File: src/rtl/tx_serial_pkg.sv
// Shared constants and types for the tx_serial frame transmitter.
package tx_serial_pkg;

    localparam int   FRAME_BITS = 9;     // 8 data slots + 1 delimiter slot
    localparam int   DATA_BITS  = 8;
    localparam logic DELIM_BIT  = 1'b0;  // value driven in the last slot of every frame
    localparam int   FIFO_DEPTH = 4;

    // LOAD: first clock of slot 0; SHIFT: rest of slots 0..7; DELIM: slot 8
    typedef enum logic [1:0] {
        LOAD  = 2'd0,
        SHIFT = 2'd1,
        DELIM = 2'd2
    } tx_state_e;

endpackage

File: src/rtl/tx_serial_if.sv
// Byte input handshake and serial output bundle for tx_serial.
//
// Handshake: a byte moves on a rising edge where in_valid=1 and in_ready=1;
// in_data is sampled on that edge. in_ready never depends on in_valid, and
// in_data/in_valid are ignored while in_ready=0.
interface tx_serial_if;
    import tx_serial_pkg::*;

    logic [7:0] in_data;
    logic       in_valid;
    logic       in_ready;
    logic       txd;
    logic       frame_start;
    logic       frame_idle;
    tx_state_e  state;      // transmitter FSM state, for observation only

    modport master (
        output in_data, in_valid,
        input  in_ready, txd, frame_start, frame_idle, state
    );

    modport slave (
        input  in_data, in_valid,
        output in_ready, txd, frame_start, frame_idle, state
    );
endinterface

File: src/rtl/tx_serial_fifo.sv
// 4-entry synchronous byte FIFO with full/empty flags; head is always on dout.
module tx_serial_fifo
    import tx_serial_pkg::*;
(
    input  logic       clk,
    input  logic       rst,
    input  logic       push,
    input  logic       pop,
    input  logic [7:0] din,
    output logic [7:0] dout,
    output logic       full,
    output logic       empty
);
    localparam int PTR_W = $clog2(FIFO_DEPTH);

    logic [7:0]       mem [FIFO_DEPTH];
    logic [PTR_W-1:0] wr_ptr;
    logic [PTR_W-1:0] rd_ptr;
    logic [PTR_W:0]   count;
    logic             do_push;
    logic             do_pop;

    assign full    = (count == (PTR_W+1)'(FIFO_DEPTH));
    assign empty   = (count == '0);
    assign do_push = push && !full;
    assign do_pop  = pop && !empty;
    assign dout    = mem[rd_ptr];

    // Storage array; contents need no reset since count gates every read.
    always_ff @(posedge clk) begin
        if (do_push) begin
            mem[wr_ptr] <= din;
        end
    end

    // Pointer and occupancy bookkeeping.
    always_ff @(posedge clk) begin
        if (rst) begin
            wr_ptr <= '0;
            rd_ptr <= '0;
            count  <= '0;
        end else begin
            if (do_push) begin
                wr_ptr <= wr_ptr + 1'b1;
            end
            if (do_pop) begin
                rd_ptr <= rd_ptr + 1'b1;
            end
            case ({do_push, do_pop})
                2'b10:   count <= count + 1'b1;
                2'b01:   count <= count - 1'b1;
                default: count <= count;
            endcase
        end
    end
endmodule

File: src/rtl/tx_serial.sv
// Continuous framed serial transmitter. Every frame is 9 slots of DIV clocks:
// 8 data bits MSB first, then a 0 delimiter. Frames run back to back; a frame
// with no pending user byte carries IDLE_WORD and raises frame_idle.
// Build option TX_SERIAL_FIFO_EN swaps the single holding register for a
// 4-entry FIFO; ports and frame timing are identical in both builds.
module tx_serial
    import tx_serial_pkg::*;
#(
    parameter logic [7:0] IDLE_WORD = 8'h00,
    parameter int         DIV       = 1
)(
    input  logic        clk,
    input  logic        rst,
    tx_serial_if.slave  bus
);
    logic [DATA_BITS-1:0] shreg;
    logic [3:0]           slot;
    logic [7:0]           div_cnt;
    logic                 run;       // 0 until the first frame has been loaded
    tx_state_e            state;
    logic                 txd_q;
    logic                 frame_start_q;
    logic                 frame_idle_q;

    logic                 last_clk;
    logic                 load;
    logic                 accept;
    logic                 head_valid;
    logic [7:0]           head_data;
    logic                 pop;

    assign last_clk = (div_cnt == 8'(DIV - 1));
    // Load edge: first edge out of reset, or the last clock of the delimiter slot.
    assign load     = !rst && (!run || ((slot == 4'(FRAME_BITS - 1)) && last_clk));
    assign accept   = bus.in_valid && bus.in_ready;
    assign pop      = load && head_valid;

`ifdef TX_SERIAL_FIFO_EN
    logic fifo_full;
    logic fifo_empty;

    tx_serial_fifo u_fifo (
        .clk   (clk),
        .rst   (rst),
        .push  (accept),
        .pop   (pop),
        .din   (bus.in_data),
        .dout  (head_data),
        .full  (fifo_full),
        .empty (fifo_empty)
    );

    assign head_valid   = !fifo_empty;
    assign bus.in_ready = !rst && !fifo_full;
`else
    logic       hold_full;
    logic [7:0] hold_data;

    // Single holding register: filled on accept, freed when a frame loads it.
    // Accept needs it empty and pop needs it full, so both never coincide.
    always_ff @(posedge clk) begin
        if (rst) begin
            hold_full <= 1'b0;
            hold_data <= '0;
        end else if (accept) begin
            hold_full <= 1'b1;
            hold_data <= bus.in_data;
        end else if (pop) begin
            hold_full <= 1'b0;
        end
    end

    assign head_valid   = hold_full;
    assign head_data    = hold_data;
    assign bus.in_ready = !rst && !hold_full;
`endif

    // Frame FSM with registered line outputs: loads a frame, then steps slots.
    always_ff @(posedge clk) begin
        if (rst) begin
            shreg         <= IDLE_WORD;
            slot          <= '0;
            div_cnt       <= '0;
            run           <= 1'b0;
            state         <= LOAD;
            txd_q         <= IDLE_WORD[7];
            frame_start_q <= 1'b0;
            frame_idle_q  <= 1'b1;
        end else if (load) begin
            run           <= 1'b1;
            slot          <= '0;
            div_cnt       <= '0;
            state         <= LOAD;
            frame_start_q <= 1'b1;
            if (head_valid) begin
                shreg        <= head_data;
                txd_q        <= head_data[7];
                frame_idle_q <= 1'b0;
            end else begin
                shreg        <= IDLE_WORD;
                txd_q        <= IDLE_WORD[7];
                frame_idle_q <= 1'b1;
            end
        end else begin
            frame_start_q <= 1'b0;
            if (last_clk) begin
                div_cnt <= '0;
                slot    <= slot + 4'd1;
                if (slot == 4'(DATA_BITS - 1)) begin
                    txd_q <= DELIM_BIT;
                    state <= DELIM;
                end else begin
                    shreg <= {shreg[DATA_BITS-2:0], 1'b0};
                    txd_q <= shreg[DATA_BITS-2];
                    state <= SHIFT;
                end
            end else begin
                div_cnt <= div_cnt + 8'd1;
                if (state == LOAD) begin
                    state <= SHIFT;
                end
            end
        end
    end

    assign bus.txd         = txd_q;
    assign bus.frame_start = frame_start_q;
    assign bus.frame_idle  = frame_idle_q;
    assign bus.state       = state;
endmodule

File: src/flat_wrapper.sv
// flat-port wrapper written by rule: the top's interface ports become plain ports
module tx_serial_flat import tx_serial_pkg::*;
#(
    parameter logic [7:0] IDLE_WORD = 8'h00,
    parameter int         DIV       = 1
)
  (clk, rst, bus_in_data, bus_in_valid, bus_in_ready, bus_txd, bus_frame_start, bus_frame_idle, bus_state);
  tx_serial_if bus_i ();
  input  logic clk;
  input  logic rst;
  input wire logic [$bits(bus_i.in_data)-1:0] bus_in_data;
  input wire logic [$bits(bus_i.in_valid)-1:0] bus_in_valid;
  output wire logic [$bits(bus_i.in_ready)-1:0] bus_in_ready;
  output wire logic [$bits(bus_i.txd)-1:0] bus_txd;
  output wire logic [$bits(bus_i.frame_start)-1:0] bus_frame_start;
  output wire logic [$bits(bus_i.frame_idle)-1:0] bus_frame_idle;
  output wire logic [$bits(bus_i.state)-1:0] bus_state;
  assign bus_i.in_data = bus_in_data;
  assign bus_i.in_valid = bus_in_valid;
  assign bus_in_ready = bus_i.in_ready;
  assign bus_txd = bus_i.txd;
  assign bus_frame_start = bus_i.frame_start;
  assign bus_frame_idle = bus_i.frame_idle;
  assign bus_state = bus_i.state;
  tx_serial #(.IDLE_WORD(IDLE_WORD), .DIV(DIV)) u_core (.clk(clk), .rst(rst), .bus(bus_i));
endmodule
File: config.mk
export PLATFORM = sky130hd
export DESIGN_NAME = tx_serial_flat
export DESIGN_NICKNAME = d
export VERILOG_FILES = /design/src/rtl/tx_serial_pkg.sv /design/src/rtl/tx_serial_if.sv /design/src/rtl/tx_serial_fifo.sv /design/src/rtl/tx_serial.sv /design/src/flat_wrapper.sv
export SDC_FILE = /design/constraint.sdc
export NUM_CORES = 1
export LEC_CHECK = 0
export ABC_AREA = 1
export CAP_MARGIN = 20
export CORE_MARGIN = 2
export CORE_UTILIZATION = 59
export DETAILED_ROUTE_END_ITERATION = 10
export GPL_TIMING_DRIVEN = 0
export PLACE_DENSITY = 0.83
export SLEW_MARGIN = 40
export SYNTH_ARGS = -nofsm -noshare
export SYNTH_HDL_FRONTEND = slang
export SYNTH_SLANG_ARGS = --single-unit
File: constraint.sdc
create_clock -name clk -period 2.65 [get_ports clk]
set_input_delay 0.265 -clock clk [delete_from_list [all_inputs] [get_ports clk]]
set_output_delay 0.265 -clock clk [all_outputs]
set_load 0.005 [all_outputs]
==> results of run 1 <==
-- critical path, delay by kind of cell (launching register included) --
family | cells | cell delay [ns]
buf+inv | 1 | 0.53
flops | 1 | 0.36
simple gates | 1 | 0.19
-- area by class of cell --
type / instances / area (um^2)
multi-input combinational: 140 / 716
fill: 206 / 694
sequential: 34 / 681
timing repair buffer: 15 / 150
inverter: 25 / 93.8
clock buffer: 7 / 45.0
buffer: 4 / 37.5
tap: 30 / 37.5
-- flip-flops by register name, summed over array words and instances, names as in the netlist --
name,cells
u_core.div_cnt,8
u_core.head_data,8
u_core.shreg,7
u_core.slot,4
u_core.bus.state,2
u_core.bus.frame_idle,1
u_core.bus.frame_start,1
u_core.bus.txd,1
u_core.head_valid,1
u_core.run,1
-- per-layer routing --
metal,vias up,track usage (%),routed length [um]
met2,31,33.7,1300
met5,-,0,0
met4,0,9.17,51
met1,574,26.4,1290
met3,8,8.47,153
li1,686,-,-
-- logic make-up (layout without fill, tap and decap cells) --
family | count (synthesis) | after routing | synth area share, %
AO/OA/AOI/OAI | 17 | 17 | 6.06
AND/OR/NAND/NOR | 114 | 114 | 34.6
adder cells (fa/ha/maj) | 4 | 4 | 3.28
flip-flops | 34 | 34 | 44.6
XOR/XNOR | 5 | 5 | 2.87
buffers and inverters | 29 | 51 | 8.60
-- worst min path at each step --
| stage | start | cells past startpoint | slack (ns) | end |
|---|---|---|---|---|
| 2_1_floorplan | bus_in_data[1] | 2 | 0.38 | u_core.head_data[1]$_SDFFE_PP0P_ |
| 3_3_place_gp | u_core.div_cnt[0]$_SDFF_PP0_ | 1 | 0.44 | u_core.div_cnt[0]$_SDFF_PP0_ |
| 3_5_place_dp | u_core.div_cnt[0]$_SDFF_PP0_ | 1 | 0.45 | u_core.div_cnt[0]$_SDFF_PP0_ |
| 4_1_cts | rst | 2 | 0.17 | u_core.shreg[4]$_SDFFE_PP0P_ |
| 5_1_grt | rst | 2 | 0.16 | u_core.shreg[5]$_SDFFE_PP0P_ |
| 6_report | rst | 2 | 0.18 | u_core.shreg[4]$_SDFFE_PP0P_ |
-- metrics by stage --
step / cells / utilization [%] / total power [uW]
3_3_place_gp: 248 / 69.9 / 630
5_1_grt: 255 / 71.7 / 922
6_report: 255 / 71.7 / 880
4_1_cts: 255 / 71.7 / 885
2_1_floorplan: 203 / - / 601
3_5_place_dp: 248 / 69.9 / 635
-- report_power, final --
part / total (uW) / internal (uW) / switching (uW)
registers: 542 / 530 / 11.2
clock network: 257 / 99.9 / 157
logic: 81.0 / 39.1 / 41.9
-- cells in the final DEF (no fill, tap or decap), types with 5 or more instances in the layout --
| master | netlist | layout |
|---|---|---|
| sky130_fd_sc_hd__nor2_1 | 22 | 22 |
| sky130_fd_sc_hd__o21ai_0 | 7 | 7 |
| sky130_fd_sc_hd__a21oi_1 | 8 | 8 |
| sky130_fd_sc_hd__nand2_1 | 47 | 47 |
| sky130_fd_sc_hd__nand2_2 | 5 | 5 |
| sky130_fd_sc_hd__dfxtp_1 | 34 | 34 |
| sky130_fd_sc_hd__clkbuf_4 | 0 | 5 |
| sky130_fd_sc_hd__clkdlybuf4s50_1 | 0 | 15 |
| sky130_fd_sc_hd__nand3_1 | 28 | 28 |
| sky130_fd_sc_hd__inv_1 | 19 | 19 |
==> parameters.txt, run 1 <==
Parameter                              Value

Critical path
  Critical R2R Capture ... u_core.bus.frame_idle$_SDFFE_PP1N_
  Data required time at the worst endpoint ... 2.38 ns
  Delay of the slowest cell on the worst path ... 0.53 ns
  CP Capture Point ... bus_in_ready
  Worst setup path startpoint ... u_core.head_valid$_SDFFE_PP0P_
  Depth of the worst register-to-register path ... 10
  Kind of end point of the critical path ... primary output
  Critical path launch point type ... flip-flop
  Critical-path top delay cell ... sky130_fd_sc_hd__clkdlybuf4s50_1
  Worst flop-to-flop path startpoint ... u_core.div_cnt[0]$_SDFF_PP0_
  Critical-path cell list ... nor2_1 -> clkdlybuf4s50_1
  Category of the critical setup timing path ... reg -> out
  Setup slack of the worst register-to-register path ... 1.02 ns
  Crit path DAT ... 1.42 ns
  Maximum fanout count along the critical path ... 6

Power and ir drop
  PwrDens ... 500 nW/um^2
  Worst voltage drop across the vdd grid ... 0.440 mV
  Static leakage ... 0.000747 uW

Detailed routing
  Average wire length per cell after detail routing ... 11.0 um
  First-pass iteration count of the detailed router ... 4
  Total DRC errors in the routed layout ... 0
  Antenna Violating Nets Remaining ... 0
  Detailed Route WL ... 2790 um
  Iteration-0 DRC count of the detailed router ... 31
  Detailed-route vias per instance ... 5.09
  Total number of vias ... 1299

Clock network
  TritonCTS buffer count ... 5
  Clock tree from TritonCTS ... done
  CTS Hold Bufs ... 0
  Post-CTS resize count ... 0
  Number of levels in the clock H-tree ... 2
  Source-to-sink clock delay at the later pin of the worst-skew pair ... 0.33 ns
  Clock-pin slew of the registers on the worst-case setup and hold paths ... 0.09 ns
  Maximum root-to-sink buffer count ... 2
  Total clock sinks ... 34
  Root Driver ... sky130_fd_sc_hd__clkbuf_4
  Buffers inserted by post-CTS timing repair ... 0

STA
  Final setup fails ... 0
  Headroom to the max-slew limit ... 81.7%
  Count of final hold-check violations ... 0
  Pins Over Slew Limit ... 0
  Final cycle utilization of the critical path ... 63.4%
  FMAX ... 595 MHz
  Setup TNS ... 0 ns
  Slew of the pin with the lowest slew margin ... 0.273 ns
  Largest clock skew in the final design ... 0.00420 ns
  Final critical-path required period ... 1.68 ns
  Final worst slack ... 0.969 ns
  Unrepaired setup endpoints after global routing ... false
  Min Hold Slack ... 0.177 ns

Logic synthesis
  Synth top cells by count ... sky130_fd_sc_hd__nand2_1, sky130_fd_sc_hd__dfxtp_1, sky130_fd_sc_hd__nand3_1, sky130_fd_sc_hd__nor2_1, sky130_fd_sc_hd__inv_1
  Flip-flop and latch count after synthesis ... 34
  Most frequent cell after synthesis ... sky130_fd_sc_hd__nand2_1
  Main synth FF type ... sky130_fd_sc_hd__dfxtp_1
  Syn Area/Cell ... 7.53 um^2
  Synthesis Warnings ... 0
  Cell taking the most area after synthesis ... sky130_fd_sc_hd__dfxtp_1
  EDFF count, synth ... 0
  Netlist cell types ... 24
  Mapped Cells ... 203
  Mapped Area ... 1530 um^2
  Synthesized Nets ... 218
  Proportion of register bits with asynchronous set or reset after synthesis ... 0%
  Most area-consuming cells after synthesis ... sky130_fd_sc_hd__dfxtp_1, sky130_fd_sc_hd__nand2_1, sky130_fd_sc_hd__nand3_1, sky130_fd_sc_hd__nor2_1, sky130_fd_sc_hd__inv_1
  Post-synthesis sequential area ratio ... 44.6%
  Top cell type's share of synthesized area ... 44.6%

Cells and area
  Synthesis-to-finish area growth ... 15.2%
  Antenna cell count ... 0
  Design area ... 1760 um^2
  Layout cell share with drive strength beyond 1 ... 12.0%
  Post-layout net count ... 240

GRT
  Vias in the first global route ... 1077
  Pin count of the biggest net entering global routing ... 11
  Global-route wire length before repair ... 4510 um
  Antenna violations before repair ... 0
  Total grt overflow ... 0
  Overall track demand over capacity in global routing ... 21.7%

Place
  Detailed placer's ending HPWL ... 2130 um
  Weighted congestion reported at the end of routability-driven placement ... 0.760
  Quantity of I/O buffers inserted on ports ... 15
  Dpl cell area ... 1720 um^2
  Worst Setup Slack post-DPL ... 1.06 ns

Floorplanning
  I/O pin count ... 17
  Die outline width ... 54.9 um
  Total Die Area ... 3010 um^2
  Starting density of the core ... 62.2%
  Floorplan Core Area ... 2450 um^2
  Number of rows in the core area ... 18
  Die Span Y ... 54.9 um

Worst hold path
  Hold Crit Class ... in -> reg

Outcome
  Result of the run ... completed

Run
  Max-cap viol count ... 0
Power figures use the tool's default switching activity.
==> run 2: changes to the inputs <==
Settings changed: CORE_UTILIZATION 59 to 54, PLACE_DENSITY 0.83 to 0.77.
Clock period 2.65 ns to 1.6 ns, I/O delays scaled along.
==> parameters.txt, run 2 (same netlist as run 1, synthesis figures left out) <==
Parameter                              Value

Clock network
  Total clock sinks ... 34 (unchanged)
  Clock tree from TritonCTS ... done
  Maximum root-to-sink buffer count ... 2 (unchanged)
  CTS Hold Bufs ... 0 (unchanged)
  Source-to-sink clock delay at the later pin of the worst-skew pair ... 0.33 ns (about the same)
  Number of levels in the clock H-tree ... 2 (unchanged)
  Clock-pin slew of the registers on the worst-case setup and hold paths ... 0.10 ns (about the same)
  Root Driver ... sky130_fd_sc_hd__clkbuf_4
  TritonCTS buffer count ... 5 (unchanged)

Detailed routing
  Total DRC errors in the routed layout ... 0 (unchanged)
  Detailed-route vias per instance ... 5.08 (-0.33%)
  First-pass iteration count of the detailed router ... 4 (unchanged)
  Detailed Route WL ... 2830 um (+1.4%)
  Antenna Violating Nets Remaining ... 0 (unchanged)
  Average wire length per cell after detail routing ... 10.9 um (-0.21%)
  Iteration-0 DRC count of the detailed router ... 54 (+74%)
  Total number of vias ... 1315 (+1.2%)

Critical path
  Data required time at the worst endpoint ... 1.44 ns (-0.94 ns)
  Worst path bufs/invs ... 1 (unchanged)
  Critical-path top delay cell ... sky130_fd_sc_hd__clkdlybuf4s50_1
  Critical path launch point type ... flip-flop
  Critical-path cell list ... nor2_2 -> clkdlybuf4s50_1
  Category of the critical setup timing path ... reg -> out
  Crit path DAT ... 1.34 ns (-0.08 ns)
  Gate family responsible for the most delay along the worst path ... buffers and inverters
  Delay of the slowest cell on the worst path ... 0.52 ns (about the same)
  Maximum fanout count along the critical path ... 6 (unchanged)
  Kind of end point of the critical path ... primary output

Power and ir drop
  PwrDens ... 823 nW/um^2 (+65%)
  Worst voltage drop across the vdd grid ... 0.813 mV (+85%)
  Total Power ... 1500 uW (+70%)
  Static leakage ... 0.000776 uW (+3.8%)

Floorplanning
  Starting density of the core ... 56.4% (-5.9 points)
  Floorplan Core Area ... 2710 um^2 (+10%)
  Total Die Area ... 3270 um^2 (+8.6%)
  Die outline width ... 57.2 um (+4.2%)
  I/O pin count ... 17 (unchanged)
  Number of rows in the core area ... 19 (+1)
  Die Span Y ... 57.2 um (+4.2%)

Place
  Weighted congestion reported at the end of routability-driven placement ... 0.826 (+8.7%)
  Detailed placer's ending HPWL ... 2070 um (-2.9%)
  Worst Setup Slack post-DPL ... 0.0208 ns (-1.04 ns)
  Quantity of I/O buffers inserted on ports ... 15 (unchanged)

STA
  Slew of the pin with the lowest slew margin ... 0.284 ns (+0.0110 ns)
  Final cycle utilization of the critical path ... 94.0%
  Unrepaired setup endpoints after global routing ... false
  Setup TNS ... 0 ns (unchanged)
  FMAX ... 665 MHz
  Pins Over Slew Limit ... 0 (unchanged)
  Largest clock skew in the final design ... 0.0101 ns (+0.00586 ns)
  Final critical-path required period ... 1.50 ns
  Count of final hold-check violations ... 0 (unchanged)
  Headroom to the max-slew limit ... 81.0% (-0.78 points)
  Final worst slack ... 0.0958 ns (-0.874 ns)
  Final setup fails ... 0 (unchanged)

GRT
  Vias in the first global route ... 1193 (+11%)
  Total grt overflow ... 0 (unchanged)
  Overall track demand over capacity in global routing ... 19.4% (-2.2 points)
  Pin count of the biggest net entering global routing ... 11 (unchanged)
  Global-route wire length before repair ... 4930 um (+9.3%)
  Antenna violations before repair ... 0 (unchanged)

Cells and area
  Most frequent standard cell in the layout excluding fill and tap cells ... sky130_fd_sc_hd__nand2_1
  Antenna cell count ... 0 (unchanged)
  Most frequent cells in the layout ... sky130_fd_sc_hd__nand2_1, sky130_fd_sc_hd__dfxtp_1, sky130_fd_sc_hd__nand3_1
  Synthesis-to-finish area growth ... 19.2%
  Post-layout net count ... 244 (+1.7%)
  Layout cell share with drive strength beyond 1 ... 17.1% (+5.1 points)

Run
  Max-cap viol count ... 0 (unchanged)

Worst hold path
  Hold Crit Class ... in -> reg

Outcome
  Result of the run ... completed
[run 2: cell types whose count changed in the layout (fill, tap and decap cells not counted), moves of 2 or more]
cell / delta
sky130_fd_sc_hd__buf_4: +4
sky130_fd_sc_hd__dfxtp_1: -3
sky130_fd_sc_hd__dfxtp_2: +3
sky130_fd_sc_hd__o21ai_0: -3
sky130_fd_sc_hd__o21ai_1: +3
sky130_fd_sc_hd__clkbuf_1: -2
[run 2: cell type report]
type                       instances  area (um^2)
tap                               31         38.8
sequential                        34          684
timing repair buffer              19          180
multi-input combinational        140          733
fill                             237          888
clock buffer                       6         51.3
buffer                             4         37.5
inverter                          25         96.3
[run 2: per-layer routing]
layer | global-route usage (%) | routed length [um] | up-vias
met1 | 23.4 | 1370 | 599
met3 | 7.03 | 126 | 5
met5 | 0 | 0 | -
met2 | 32.0 | 1300 | 19
li1 | - | - | 692
met4 | 6.98 | 42 | 0
[run 2: metrics by stage]
| step | area (um^2) | cells | utilization, % | hold WS, ns |
|---|---|---|---|---|
| floorplan | 1530 | 203 | - | 0.270 |
| global placement | 1720 | 249 | 63.3 | 0.411 |
| detailed placement | 1720 | 249 | 63.3 | 0.413 |
| CTS | 1770 | 255 | 65.2 | 0.0507 |
| global route | 1820 | 259 | 67.2 | 0.0600 |
| finish | 1820 | 259 | 67.2 | 0.0631 |
[run 2: where the power goes]
group	total, uW	internal [uW]	switching [uW]
Sequential	898	879	19.2
Combinational	143	72.4	70.9
Clock	458	198	260
[run 2: final timing paths]
kind	from	end	cells after the start	slack (ns)
worst max-delay path	u_core.head_valid$_SDFFE_PP0P_	bus_in_ready	2	0.1
worst min-delay path	rst	u_core.shreg[5]$_SDFFE_PP0P_	2	0.06
worst max register to register	u_core.div_cnt[0]$_SDFF_PP0_	u_core.slot[2]$_SDFFE_PP0P_	10	0.13
worst min register to register	u_core.div_cnt[0]$_SDFF_PP0_	u_core.div_cnt[0]$_SDFF_PP0_	1	0.43
[run 2: what timing repair did]
item / 4_1_cts / 5_1_grt
hold endpoints to repair: 0 / 0
resized for setup: 0 / 12
endpoints found under the setup margin: 0 / 15
buffers inserted: 0 / 4
[run 2: worst register-to-register path, delay by kind of cell (launching register included)]
family,cells,cell delay (ns)
adders and majority gates,1,0.19
buffers and inverters,3,0.26
and+or+nand+nor,5,0.43
xor gates and xnor gates,1,0.15
DFF,1,0.36
